**src/rtl/control_defs_pkg.sv**
```systemverilog
// Shared control-path definitions: memory arbiter FSM state and transaction owner.
package control_defs;

  typedef enum logic [1:0] {
    ARB_IDLE = 2'd0,
    ARB_REQ  = 2'd1,
    ARB_WAIT = 2'd2
  } arb_state_e;

  typedef enum logic [1:0] {
    OWN_NONE = 2'd0,
    OWN_I    = 2'd1,
    OWN_D    = 2'd2
  } arb_owner_e;

endpackage

```
**src/rtl/mem_arbiter.sv**
```systemverilog
// Shares the single memory port between instruction fetch and data load/store,
// one outstanding transaction at a time, data first with a fetch anti-starvation limit.
module mem_arbiter
  import control_defs::*;
#(
  parameter int unsigned AW           = 32,
  parameter int unsigned DW           = 32,
  parameter int unsigned MAX_D_STREAK = 4
) (
  input  logic            clk,
  input  logic            rst_n,

  input  logic            i_req,
  input  logic [AW-1:0]   i_addr,
  output logic            i_gnt,
  output logic            i_rvalid,
  output logic [DW-1:0]   i_rdata,

  input  logic            d_req,
  input  logic            d_we,
  input  logic [AW-1:0]   d_addr,
  input  logic [DW-1:0]   d_wdata,
  input  logic [DW/8-1:0] d_be,
  output logic            d_gnt,
  output logic            d_rvalid,
  output logic [DW-1:0]   d_rdata,

  output logic            m_req,
  output logic            m_we,
  output logic [AW-1:0]   m_addr,
  output logic [DW-1:0]   m_wdata,
  output logic [DW/8-1:0] m_be,
  input  logic            m_gnt,
  input  logic            m_rvalid,
  input  logic [DW-1:0]   m_rdata
);

  localparam int unsigned BW = DW / 8;
  localparam int unsigned SW = $clog2(MAX_D_STREAK + 1);

  arb_state_e  state_q, state_d;
  arb_owner_e  owner_q, owner_d;
  logic [SW-1:0] streak_q, streak_d;

  logic streak_max_c;
  logic pick_i_c;

  assign streak_max_c = (streak_q == SW'(MAX_D_STREAK));
  // Fetch wins when data is absent, or when data has used up its streak
  assign pick_i_c     = i_req && (!d_req || streak_max_c);

  // Next-state, owner and streak logic
  always_comb begin
    state_d  = state_q;
    owner_d  = owner_q;
    streak_d = streak_q;
    unique case (state_q)
      ARB_IDLE: begin
        if (!i_req) begin
          streak_d = '0;
        end else if (pick_i_c) begin
          streak_d = '0;
        end else if (d_req) begin
          streak_d = streak_q + SW'(1);
        end
        if (i_req || d_req) begin
          state_d = ARB_REQ;
          owner_d = pick_i_c ? OWN_I : OWN_D;
        end
      end
      ARB_REQ: begin
        if (m_gnt) state_d = ARB_WAIT;
      end
      ARB_WAIT: begin
        if (m_rvalid) begin
          state_d = ARB_IDLE;
          owner_d = OWN_NONE;
        end
      end
      default: begin
        state_d = ARB_IDLE;
        owner_d = OWN_NONE;
      end
    endcase
  end

  always_ff @(posedge clk or negedge rst_n) begin
    if (!rst_n) begin
      state_q  <= ARB_IDLE;
      owner_q  <= OWN_NONE;
      streak_q <= '0;
    end else begin
      state_q  <= state_d;
      owner_q  <= owner_d;
      streak_q <= streak_d;
    end
  end

  // Memory-side mux and requester-side handshake routing
  always_comb begin
    m_req    = 1'b0;
    m_we     = 1'b0;
    m_addr   = '0;
    m_wdata  = '0;
    m_be     = '0;
    i_gnt    = 1'b0;
    d_gnt    = 1'b0;
    i_rvalid = 1'b0;
    d_rvalid = 1'b0;
    i_rdata  = '0;
    d_rdata  = '0;
    if (state_q == ARB_REQ) begin
      m_req = 1'b1;
      if (owner_q == OWN_D) begin
        m_we    = d_we;
        m_addr  = d_addr;
        m_wdata = d_wdata;
        m_be    = d_be;
        d_gnt   = m_gnt;
      end else if (owner_q == OWN_I) begin
        m_addr  = i_addr;
        m_be    = {BW{1'b1}};
        i_gnt   = m_gnt;
      end
    end
    if (state_q == ARB_WAIT && m_rvalid) begin
      if (owner_q == OWN_D) begin
        d_rvalid = 1'b1;
        d_rdata  = m_rdata;
      end else if (owner_q == OWN_I) begin
        i_rvalid = 1'b1;
        i_rdata  = m_rdata;
      end
    end
  end

endmodule

```
**config.mk**
```make
export PLATFORM = sky130hd
export DESIGN_NAME = mem_arbiter
export DESIGN_NICKNAME = d
export VERILOG_FILES = /design/src/rtl/control_defs_pkg.sv /design/src/rtl/mem_arbiter.sv
export SDC_FILE = /design/constraint.sdc
export NUM_CORES = 1
export LEC_CHECK = 0
export BUFFER_PORTS_ARGS = -buffer_cell sky130_fd_sc_hd__buf_4
export CORE_AREA = 10 10 100 102
export DETAILED_ROUTE_END_ITERATION = 6
export DIE_AREA = 0 0 110 112
export MAX_ROUTING_LAYER = met4
export SLEW_MARGIN = 20
export SYNTH_ARGS = -nofsm -noshare
export SYNTH_HDL_FRONTEND = slang
export SYNTH_SLANG_ARGS = --single-unit
```
**constraint.sdc**
```tcl
create_clock -name clk -period 3.55 [get_ports clk]
set_input_delay 0.355 -clock clk [delete_from_list [all_inputs] [get_ports clk]]
set_output_delay 0.355 -clock clk [all_outputs]
set_load 0.01 [all_outputs]
```
==> out/summary.md <==
- maximum clock insertion buffer count: 2
- worst setup path startpoint: owner_q[1]
- share of Yosys cell area claimed by the top area cell type: 0.1529
- post-cts repair resize count: 0
- crit path capture type: output port
- routed vias: 2,713
- sum of negative setup slack: 0 ns
- clock sink count: 7
- Detailed Route WL: 10,950 um
- Setup Viol. Count Final: 0
- fraction of final layout cells sized beyond drive strength 1: 0.6298
- H-tree Lvls: 1
- total of max-cap violations: 0
- cell repeated most along the worst path: buf_4
- global route total overflow: 0
- detailed-route wire length per cell: 18.19 um
- Slew Limit Headroom: 0.5539
- Highest Clock Rate: 423.7 MHz
- hold buffers post-CTS: 1
- TritonCTS clock tree: built
- largest net degree at the start of global routing: 50
- Hold WC Path Type: in2reg
- post-route minimum period: 2.360 ns
- Post-synth top flop: dfrtp_1
- Final Instance Count excl. Fillers: 602
- synthesized instance count: 238
- floorplan die height: 112 um
- number of top-level pins: 277
- effective utilization at floorplan: 0.2033
- number of port buffers: 276
- GR Util All Layers: 0.1614
- number of detailed-route iterations in the first pass: 5
- critical path type: reg2out
- worst flop-to-flop path startpoint: state_q[1]
- clock insertion delay at the later pin of the skew report: 0.22 ns
- number of max-slew violations in the final report: 0
- number of antenna violations at the first check in global routing: 0
- Setup crit end: m_addr[13]
- total CTS buffers: 3
- summed instance area of the synthesized netlist: 1637 um2
- share of the clock period used by the worst path: 0.6648
- RSZ-0062 raised after global routing: no
- Layout Cell Area excl Fill: 3746 um2
- antenna diode instance count: 0
- leading post-synthesis cells by cell area: and2_1, a22oi_1, and3_1
- Die Area: 12,320 um2
- Detailed Route Iter0 Violations: 106
- standard cell core area: 8051 um2
- clock-pin slew of the registers on the worst-case setup and hold paths: 0.04 ns
- cell area power density: 423.7 nW/um2
- worst setup skew after layout: 0.0006120 ns
- number of nets still failing antenna checks after routing: 0
- count of standard-cell rows: 33
- number of synthesis warnings: 0
- Syn-to-layout area delta: 128.9%
- outcome: finished clean
- required time of the critical path: 3.19 ns
- cell breakdown of the critical path: nor2b_4 > buf_4 > a22oi_1 > nor2_1 > buf_4
- die extent in x: 110 um
- final worst setup slack: 1.190 ns
- peak supply drop: 0.2122 mV
- worst-case hold slack: 0.3273 ns
- Worst EP arrival: 2.00 ns
- syn avg cell area: 6.876 um2
- global-route wire length before repair: 15,420 um
- end of the worst register-to-register path: state_q[1]
- type of element launching the critical path: flip-flop
- register area share after synthesis: 0.1070
- nets: 639
- cell taking the most area after synthesis: and2_1
- maximum fanout count along the critical path: 49
- DRC Markers: 0
- GPL Wtd Cong: 0.8698
- leakage power total: 2.145 nW
- CP max stage cell: nor2b_4
- vias per cell: 4.507
- post-placement worst setup slack: 1.443 ns
- via count of the first global-routing pass: 2,746
- cell area after placement: 3691 um2
- reg-to-reg slack, setup: 1.88 ns
- number of buffers added for setup after CTS: 0
- transition at the pin with the smallest max-transition slack: 0.6692 ns
- Post-Syn Nets: 379
- proportion of register bits with asynchronous set or reset after synthesis: 1.000
- FF+latch count, synth: 7
- worst reg2reg path depth: 4
- CTS root buf: clkbuf_8
- final hold violation count: 0
- biggest cell delay along the critical path: 0.48 ns
- number of enable flip-flop cells after synthesis: 0
- count of unique library cells instantiated by Yosys: 34
- Post-Place Cells: 597
- half-perimeter wire length after placement: 9524 um
## placed cells by master, fill, tap and decap left out
cell type	synthesis	final
nor2b_4	0	1
nor2_4	2	2
a32o_1	1	1
nand4_1	2	2
nand3_1	1	1
a21oi_1	4	4
and2_2	24	24
nor2b_1	3	1
nand2_1	3	3
and2_1	40	40
and3_1	33	33
clkbuf_8	0	3
o22ai_1	1	1
nand3b_1	1	1
a21boi_0	1	1
nor2_1	39	39
o2bb2ai_1	1	1
a22oi_1	32	32
inv_1	2	2
dlygate4sd3_1	0	1
clkbuf_1	2	1
nor2b_2	0	1
a211oi_1	1	1
ha_1	2	2
o21ba_2	1	1
or2b_1	1	1
nand2b_1	2	2
nor3_1	1	1
nor4b_1	1	1
or2b_2	1	1
o21ai_0	4	4
dfrtp_1	7	7
inv_4	1	1
buf_4	1	279
o211ai_1	1	1
## cells in the mapped netlist, types with 3 or more instances
master / count
o21ai_0: 4
and2_2: 24
nor2b_1: 3
nor2_1: 39
and3_1: 33
dfrtp_1: 7
a21oi_1: 4
buf_2: 10
a22oi_1: 32
and2_1: 40
nand2_1: 3
buf_6: 9
clkbuf_2: 3
## flip-flops by register name (all words and copies together), names as in the netlist
register  flops
owner_q       2
state_q       2
streak_q      3
## critical path, delay by kind of cell (launching register included)
family	cells	cell delay (ns)
buf+inv	2	0.61
simple gates	2	0.60
flops	1	0.40
compound gates	1	0.15
## cell families (layout without fill, tap and decap cells)
logic type	count (synthesis)	in the layout	synth area share
fa+ha+maj	2	2	0.01529
compound gates	47	47	0.2064
buf+inv	28	287	0.1193
simple gates	154	154	0.5520
flops	7	7	0.1070
## worst min-delay path by stage
stage	slack (ns)	start	to	cells past startpoint
after floorplan	0.06	rst_n	owner_q[0]	0
after global placement	0.17	rst_n	state_q[1]	1
after detailed placement	0.18	rst_n	state_q[1]	1
after CTS	0.33	m_gnt	state_q[0]	2
after global routing	0.34	m_gnt	state_q[0]	2
final	0.33	m_gnt	state_q[0]	2
## through the flow
| stage | total power, W | util |
|---|---|---|
| 6_report | 0.001587 | 0.4653 |
| 5_1_grt | 0.001743 | 0.4653 |
| 4_1_cts | 0.001607 | 0.4653 |
| 3_5_place_dp | 0.001490 | 0.4584 |
| 3_3_place_gp | 0.001493 | 0.4584 |
| 2_1_floorplan | 0.0009359 | - |
## layout make-up
| type | instances | area (um2) |
|---|---|---|
| Clock buffer | 4 | 45.04 |
| Fill cell | 788 | 4305 |
| Tap cell | 105 | 131.4 |
| Sequential cell | 7 | 175.2 |
| Timing Repair Buffer | 280 | 2105 |
| Inverter | 3 | 13.76 |
| Multi-Input combinational cell | 203 | 1276 |
## power breakdown
part	switching, W	total [W]	leakage (nW)	internal [W]
logic	0.000715	0.00132	2.03	0.000605
registers	0.0000439	0.000157	0.0911	0.000113
clock network	0.0000323	0.000110	0.0228	0.0000775
total	0.000792	0.00159	2.15	0.000796
## per-layer routing
layer,track usage,part of all wire
met5,-,0
met4,0.03819,0.013
met3,0.04152,0.11
met2,0.2958,0.51
met1,0.1647,0.36
Note: power is estimated with default switching activity, not from simulation.
